`src/rtl/chan_scan_seq_if.sv`:
```
// Channel scan controller bus: scan controls in, channel select and status pulses out.
interface chan_scan_seq_if #(
   parameter int DWELL_W = 8
);
   logic               en;
   logic [7:0]         mask;
   logic [DWELL_W-1:0] dwell;
   logic [2:0]         sel;
   logic               sel_valid;
   logic               step;
   logic               wrap;
   logic               busy;

   // Controller side: takes scan controls, drives the channel index and flags.
   modport slave (
      input  en,
      input  mask,
      input  dwell,
      output sel,
      output sel_valid,
      output step,
      output wrap,
      output busy
   );

   // Host side: drives scan controls, observes the channel index and flags.
   modport master (
      output en,
      output mask,
      output dwell,
      input  sel,
      input  sel_valid,
      input  step,
      input  wrap,
      input  busy
   );
endinterface

```
`src/rtl/chan_scan_seq.sv`:
```
// Circular channel scan controller feeding a 3-to-8 one-hot decoder.
// Walks the enabled channels of an 8-bit mask, holding each for dwell+1 cycles,
// and flags every new visit (step) and every pass through the 7->0 boundary (wrap).
module chan_scan_seq #(
   parameter int DWELL_W = 8
) (
   input  logic             clk,
   input  logic             rst_n,
   chan_scan_seq_if.slave   bus
);

   typedef enum logic {
      IDLE,
      SCAN
   } state_t;

   state_t             state_q,     state_d;
   logic [2:0]         sel_q,       sel_d;
   logic               sel_valid_q, sel_valid_d;
   logic               step_q,      step_d;
   logic               wrap_q,      wrap_d;
   logic               busy_q,      busy_d;
   logic [DWELL_W-1:0] timer_q,     timer_d;

   logic [2:0]         lowest_sel;
   logic [2:0]         next_sel;

   // First set mask bit found when searching circularly upward from start.
   // Callers only use the result when the mask is non-zero.
   function automatic logic [2:0] first_set(input logic [7:0] m, input logic [2:0] start);
      logic [2:0] idx;
      logic       found;
      first_set = start;
      found     = 1'b0;
      for (int i = 0; i < 8; i++) begin
         idx = start + 3'(i);
         if (!found && m[idx]) begin
            first_set = idx;
            found     = 1'b1;
         end
      end
   endfunction

   // Channel candidates: lowest set bit for a fresh start, next set bit after sel for an advance.
   always_comb begin
      lowest_sel = first_set(bus.mask, 3'd0);
      next_sel   = first_set(bus.mask, sel_q + 3'd1);
   end

   // Next-state logic; en dropping wins over an advance, and the timer reloads at zero.
   always_comb begin
      state_d     = state_q;
      sel_d       = sel_q;
      sel_valid_d = sel_valid_q;
      step_d      = 1'b0;
      wrap_d      = 1'b0;
      busy_d      = busy_q;
      timer_d     = timer_q;

      case (state_q)
         IDLE: begin
            sel_valid_d = 1'b0;
            busy_d      = 1'b0;
            if (bus.en && (bus.mask != 8'd0)) begin
               state_d     = SCAN;
               sel_d       = lowest_sel;
               sel_valid_d = 1'b1;
               busy_d      = 1'b1;
               step_d      = 1'b1;
               timer_d     = bus.dwell;
            end
         end

         SCAN: begin
            if (!bus.en) begin
               state_d     = IDLE;
               sel_valid_d = 1'b0;
               busy_d      = 1'b0;
            end else if (timer_q != '0) begin
               timer_d = timer_q - 1'b1;
            end else if (bus.mask == 8'd0) begin
               state_d     = IDLE;
               sel_valid_d = 1'b0;
               busy_d      = 1'b0;
            end else begin
               sel_d   = next_sel;
               timer_d = bus.dwell;
               step_d  = 1'b1;
               wrap_d  = (next_sel <= sel_q);
            end
         end

         default: begin
            state_d     = IDLE;
            sel_valid_d = 1'b0;
            busy_d      = 1'b0;
         end
      endcase
   end

   // State and registered outputs, cleared immediately by reset.
   always_ff @(posedge clk or negedge rst_n) begin
      if (!rst_n) begin
         state_q     <= IDLE;
         sel_q       <= 3'd0;
         sel_valid_q <= 1'b0;
         step_q      <= 1'b0;
         wrap_q      <= 1'b0;
         busy_q      <= 1'b0;
         timer_q     <= '0;
      end else begin
         state_q     <= state_d;
         sel_q       <= sel_d;
         sel_valid_q <= sel_valid_d;
         step_q      <= step_d;
         wrap_q      <= wrap_d;
         busy_q      <= busy_d;
         timer_q     <= timer_d;
      end
   end

   assign bus.sel       = sel_q;
   assign bus.sel_valid = sel_valid_q;
   assign bus.step      = step_q;
   assign bus.wrap      = wrap_q;
   assign bus.busy      = busy_q;

endmodule

```
`src/flat_wrapper.sv`:
```
// flat-port wrapper written by rule: the top's interface ports become plain ports
module chan_scan_seq_flat 
#(
   parameter int DWELL_W = 8
)
  (clk, rst_n, bus_en, bus_mask, bus_dwell, bus_sel, bus_sel_valid, bus_step, bus_wrap, bus_busy);
  chan_scan_seq_if #(.DWELL_W(DWELL_W)) bus_i ();
  input  logic clk;
  input  logic rst_n;
  input wire logic [$bits(bus_i.en)-1:0] bus_en;
  input wire logic [$bits(bus_i.mask)-1:0] bus_mask;
  input wire logic [$bits(bus_i.dwell)-1:0] bus_dwell;
  output wire logic [$bits(bus_i.sel)-1:0] bus_sel;
  output wire logic [$bits(bus_i.sel_valid)-1:0] bus_sel_valid;
  output wire logic [$bits(bus_i.step)-1:0] bus_step;
  output wire logic [$bits(bus_i.wrap)-1:0] bus_wrap;
  output wire logic [$bits(bus_i.busy)-1:0] bus_busy;
  assign bus_i.en = bus_en;
  assign bus_i.mask = bus_mask;
  assign bus_i.dwell = bus_dwell;
  assign bus_sel = bus_i.sel;
  assign bus_sel_valid = bus_i.sel_valid;
  assign bus_step = bus_i.step;
  assign bus_wrap = bus_i.wrap;
  assign bus_busy = bus_i.busy;
  chan_scan_seq #(.DWELL_W(DWELL_W)) u_core (.clk(clk), .rst_n(rst_n), .bus(bus_i));
endmodule
```
`config.mk`:
```
export PLATFORM = sky130hd
export DESIGN_NAME = chan_scan_seq_flat
export DESIGN_NICKNAME = d
export VERILOG_FILES = /design/src/rtl/chan_scan_seq_if.sv /design/src/rtl/chan_scan_seq.sv /design/src/flat_wrapper.sv
export SDC_FILE = /design/constraint.sdc
export NUM_CORES = 1
export LEC_CHECK = 0
export ABC_AREA = 1
export BUFFER_PORTS_ARGS = -buffer_cell sky130_fd_sc_hd__buf_2
export CORE_MARGIN = 5
export CORE_UTILIZATION = 45
export CTS_BUF_LIST = sky130_fd_sc_hd__clkbuf_2 sky130_fd_sc_hd__clkbuf_4 sky130_fd_sc_hd__clkbuf_8
export CTS_CLUSTER_DIAMETER = 50
export DETAILED_ROUTE_END_ITERATION = 8
export GPL_ROUTABILITY_DRIVEN = 0
export SYNTH_ARGS = -nofsm -noshare
export SYNTH_HDL_FRONTEND = slang
export SYNTH_SLANG_ARGS = --single-unit
```
`constraint.sdc`:
```
create_clock -name clk -period 3.58 [get_ports clk]
set_input_delay 0.358 -clock clk [delete_from_list [all_inputs] [get_ports clk]]
set_output_delay 0.358 -clock clk [all_outputs]
set_load 0.005 [all_outputs]
```
==> results of run 1 <==
[stage by stage]
step	instance area (µm²)	worst slack [ns]	total power, mW	hold slack (ns)	util [%]
floorplan	1970	0.500	1.90	0.0624	-
global route	2150	0.0301	2.68	0.0294	50.1
global placement	2100	0.476	2.25	0.284	49.0
CTS	2150	0.391	2.39	0.0181	50.1
finish	2150	0.399	2.38	0.00504	50.1
detailed placement	2100	0.399	2.25	0.280	49.0
[kinds of logic (layout without fill, tap and decap cells)]
logic type	after synthesis	after routing	synth area share [%]
XOR/XNOR	4	4	1.78
flip-flops	15	15	19.1
buffers and inverters	39	63	9.85
AO/OA/AOI/OAI	31	31	9.54
adder cells (fa/ha/maj)	7	7	4.45
AND/OR/NAND/NOR	231	231	55.3
[flip-flops by register name, summed over array words and instances (netlist names)]
name	cells
u_core.bus.sel	3
u_core.bus.sel_valid	1
u_core.bus.step	1
u_core.bus.wrap	1
u_core.state_q	1
u_core.timer_q	8
[where the power goes]
group          internal, mW  total (mW)  leakage, nW  switching, mW
Clock                0.0770       0.136       0.0255         0.0593
Sequential            0.219       0.281        0.184         0.0626
Combinational         0.644        1.96        0.992           1.32
[routing by layer]
metal | global-route usage (%) | part of all wire, % | wire (µm)
met1 | 23.9 | 45 | 2280
met2 | 31.1 | 50 | 2580
met3 | 1.18 | 3.7 | 188
met4 | 6.47 | 1.5 | 78
met5 | 0 | 0 | 0
[area by class of cell]
cell class | instances | share of cell area [%]
Clock buffer | 3 | 1.92
Multi-Input combinational cell | 273 | 65.1
Clock inverter | 1 | 0.233
Timing Repair Buffer | 28 | 6.87
Sequential cell | 15 | 17.5
Tap cell | 52 | 3.03
Inverter | 31 | 5.41
[cells in the final DEF (no fill, tap or decap), types with 3 or more instances in the layout]
cell type	n
a21oi_1	7
buf_2	25
buf_4	3
clkbuf_8	3
dfrtp_1	15
ha_1	7
inv_1	27
inv_2	4
nand2_1	147
nand2_2	12
nand2_4	7
nand3_1	31
nand4_1	4
nor2_1	17
nor3_1	5
o21ai_0	14
xor2_1	3
[critical path, cell delays in order, from the launching register on]
cell,delay [ns]
dfrtp_1,0.42
ha_1,0.40
inv_2,0.20
nand2_1,0.11
nand2_4,0.13
nand2_1,0.06
nand2_1,0.07
nand2_2,0.06
nand2_4,0.09
nand3_4,0.09
nor2_8,0.14
nand4_2,0.12
inv_2,0.12
nor2_1,0.06
nand2_2,0.07
nand2_1,0.05
ha_1,0.30
a21oi_1,0.13
o21ai_0,0.09
a2111oi_0,0.34
[worst paths after layout]
| check | start | end | depth (start not counted) |
|---|---|---|---|
| worst max-delay path | u_core.bus.sel[1]$_DFFE_PN0P_ | u_core.bus.wrap$_DFF_PN0_ | 19 |
| worst min-delay path | rst_n | u_core.timer_q[5]$_DFFE_PN0P_ | 1 |
| worst max register to register | u_core.bus.sel[1]$_DFFE_PN0P_ | u_core.bus.wrap$_DFF_PN0_ | 19 |
| worst min register to register | u_core.timer_q[7]$_DFFE_PN0P_ | u_core.timer_q[7]$_DFFE_PN0P_ | 2 |
| max in group asynchronous | rst_n | u_core.bus.sel[2]$_DFFE_PN0P_ | 1 |
| min in group clk | bus_dwell[1] | u_core.timer_q[1]$_DFFE_PN0P_ | 3 |
==> impl_metrics.toml, run 1 <==
[logic_synthesis]
ys_seq_area_share_pct = 19.1
ys_warn_count = 0
synth_area_leader_cell = "nand2_1"
synth_nets = 353
ys_ff_latch = 15
synthTopCellsByArea = "nand2_1, dfrtp_1, nand3_1, inv_1, ha_1"
synth_cell_type_count = 34
synth_cells = 327
synth_edf_count = 0
synth.most_common_cell = "nand2_1"
async_flop_share_pct = 100
syn-cell-area_um2 = 1970
avgSynthCellArea_um2 = 6.02
synth_top_cells_by_count = "nand2_1, nand3_1, inv_1"
synth_largest_type_area_fraction_pct = 28.0
ys.flop_type = "dfrtp_1"

[place]
io_buffers = 25
post-dp-hpwl_um = 4270
dp.cells = 399

[global_routing]
grt_max_degree = 23
overflow = 0
antenna_found_initial = 0
grt_pass1_vias = 1905
grt_pass1_wl_um = 8910
track_usage_pct = 18.1

[clocking]
cts_buffers = 3
cts_root_buf = "clkbuf_8"
post_cts_buffers = 0
h-tree-depth = 1
cts_tree = "yes"
cts_hold_buf = 0
clk_latency_ns = 0.24
clk_pin_slew_ns = 0.06
cts_sinks = 15
clock_path_buffers = 2
postCtsResizedCells = 0

[floorplan]
initial_utilization_pct = 45.8
core-area_um2 = 4290
rows = 24
die_y_um = 76.1
fp.dieArea_um2 = 5800
ios = 26
die-width_um = 76.1

[sta]
finalCriticalPeriod_ns = 3.18
setup_tns_ns = 0
fmax_mhz = 314
hold_violations = 0
tightest_slew_ns = 0.462
fin_crit_sh_pct = 88.9
slew_viol_final = 0
rsz0062_at_grt = "no"
clock_skew_ns = 0.00135
setup_viol = 0
slew-limit-headroom_pct = 69.1

[pwr]
power_leakage_nw = 1.20
worst_ir_drop_vdd_mv = 0.383
p_per_area_nw_per_um2 = 1110

[drt]
vias = 2086
ant_nets = 0
routed_wl_um = 5130
wl_per_cell_um = 12.7
first_iter_violations = 178
via_per_inst = 5.18
drc = 0
dr.pass1.iters = 4

[cells_and_area]
multi_input_area_um2 = 1400
diodes = 0
drive_gt1_share_pct = 17.9
final_cell_count_no_fill = 403
nNetsFinal = 378
area_delta_synth_final_pct = 9.22
nFillCells = 460
area.sequential_um2 = 375

[critical_path]
cp.required_ns = 3.70
cp_max_fo = 11
end_kind = "register"
crit_path_start_kind = "register"
r2r_slack_ns = 0.40
arrival_ns = 3.30
crit_type = "reg -> reg"

[hold_path]
min_path_type = "in -> async"

[run]
cap_violations = 0

[outcome]
status = "finished clean"
No activity file was read; power rests on OpenSTA's default activity.
==> inputs of run 2 (changes only) <==
--- a/config.mk
+++ b/config.mk
@@ -13,6 +13,7 @@
 export CTS_CLUSTER_DIAMETER = 50
 export DETAILED_ROUTE_END_ITERATION = 8
 export GPL_ROUTABILITY_DRIVEN = 0
+export RECOVER_POWER = 100
 export SYNTH_ARGS = -nofsm -noshare
 export SYNTH_HDL_FRONTEND = slang
 export SYNTH_SLANG_ARGS = --single-unit
==> impl_metrics.toml, run 2 (synthesis results as in run 1) <==
[sta]
fmax_mhz = 313
finalCriticalPeriod_ns = 3.19
setup_tns_ns = 0
slew-limit-headroom_pct = 47.1
clock_skew_ns = 0.00132
setup_viol = 0
slew_viol_final = 0
fin_crit_sh_pct = 89.1
tightest_slew_ns = 0.794
rsz0062_at_grt = "no"
hold_violations = 0

[floorplan]
die_y_um = 76.1
initial_utilization_pct = 45.8
core-area_um2 = 4290
ios = 26
rows = 24
die-width_um = 76.1
fp.dieArea_um2 = 5800

[drt]
via_per_inst = 5.24
drc = 0
wl_per_cell_um = 12.9
ant_nets = 0
first_iter_violations = 198
routed_wl_um = 5180
vias = 2110
dr.pass1.iters = 4

[cells_and_area]
nNetsFinal = 378
final_cell_mix = "nand2_1, nand3_1, inv_1"
drive_gt1_share_pct = 17.1
largest_reg_flops = 8
final_cell_count_no_fill = 403
layout_commonest_cell = "nand2_1"
top_register = "u_core.timer_q"
nFillCells = 463
diodes = 0
final_area_um2 = 2150
area_delta_synth_final_pct = 9.03

[critical_path]
startpoint = "u_core.bus.sel[1]$_DFFE_PN0P_"
end_kind = "register"
crit_type = "reg -> reg"
crit_path_start_kind = "register"
r2r_start = "u_core.bus.sel[1]$_DFFE_PN0P_"
max_stage_delay_ns = 0.42
cpLargestDelayFamily = "simple AND/OR/NAND/NOR gates"
reg2regPathDepth = 19
slowest_stage = "dfrtp_1"
cp.required_ns = 3.70
worst-path-stages = 19
r2r_end = "u_core.bus.wrap$_DFF_PN0_"
arrival_ns = 3.31
cp_num_buf_inv = 2
cp_max_fo = 11
crit_top_cell = "nand2_1"
r2r_slack_ns = 0.39
path_cells = "ha_1, inv_2, nand2_1, nand2_4, nand2_1, nand2_1, nand2_2, nand2_4, nand3_4, nor2_8, nand4_2, inv_2, nor2_1, nand2_2, nand2_1, ha_1, a21oi_1, o21ai_0, a2111oi_0"

[global_routing]
antenna_found_initial = 0
overflow = 0
grt_pass1_vias = 1905
track_usage_pct = 18.1
grt_max_degree = 23
grt_pass1_wl_um = 8910

[hold_path]
min_path_type = "in -> async"

[outcome]
status = "finished clean"

[clocking]
h-tree-depth = 1
cts_buffers = 3
cts_tree = "yes"
clk_latency_ns = 0.24
postCtsResizedCells = 0
clock_path_buffers = 2
post_cts_buffers = 0
clk_pin_slew_ns = 0.06
cts_sinks = 15
cts_root_buf = "clkbuf_8"
cts_hold_buf = 0

[place]
post-dp-hpwl_um = 4270
placed_cell_area_um2 = 2100
dp.cells = 399
io_buffers = 25

[pwr]
seqPwrFrac_pct = 11.8
combPwrFrac_pct = 82.5
worst_ir_drop_vdd_mv = 0.383
switchingPower_mw = 1.45
power_mw = 2.39
swShare_pct = 60.7
clkPwrFrac_pct = 5.7
intPower_mw = 0.939
p_per_area_nw_per_um2 = 1110
power_leakage_nw = 1.19

[run]
cap_violations = 0
## run 2: cell types whose count changed in the layout (fill, tap and decap cells not counted), sizes merged
cell	before	now
clkbuf	3	6
buf	28	25
## run 2: worst max-delay path by stage
stage                                           end  slack, ns
after floorplan           u_core.bus.wrap$_DFF_PN0_       0.50
after global placement    u_core.bus.wrap$_DFF_PN0_       0.48
after detailed placement  u_core.bus.wrap$_DFF_PN0_       0.40
after CTS                 u_core.bus.wrap$_DFF_PN0_       0.39
after global routing      u_core.bus.wrap$_DFF_PN0_       0.03
final                     u_core.bus.wrap$_DFF_PN0_       0.39
## run 2: cell type report
type	instances	area, µm²	area share [%]
Tap cell	52	65.1	3.03
Multi-Input combinational cell	273	1400	65.2
Timing Repair Buffer	28	144	6.71
Clock buffer	3	41.3	1.92
Inverter	31	116	5.42
Clock inverter	1	5.00	0.233
Sequential cell	15	375	17.5
## run 2: power groups by stage
stage                     logic, mW  registers (mW)  clock network (mW)
final                          1.97           0.282               0.136
after global routing           2.24           0.292               0.147
after CTS                      1.97           0.280               0.138
after detailed placement       1.97           0.282                   0
after global placement         1.97           0.282                   0
after floorplan                1.63           0.274                   0
## run 2: through the flow
step                hold WS [ns]  setup WS (ns)  utilization [%]
floorplan                 0.0624          0.500                -
global placement           0.284          0.476             49.0
detailed placement         0.280          0.399             49.0
CTS                       0.0181          0.391             50.1
global route               0.244         0.0288             50.0
finish                     0.169          0.389             50.0
## run 2: routing by layer
layer	vias to the layer above	global-route usage, %	share of wire, %
met1	960	23.9	45
met5	-	0	0
met4	0	6.47	1.5
li1	1102	-	-
met2	42	31.1	50
met3	6	1.18	3.4
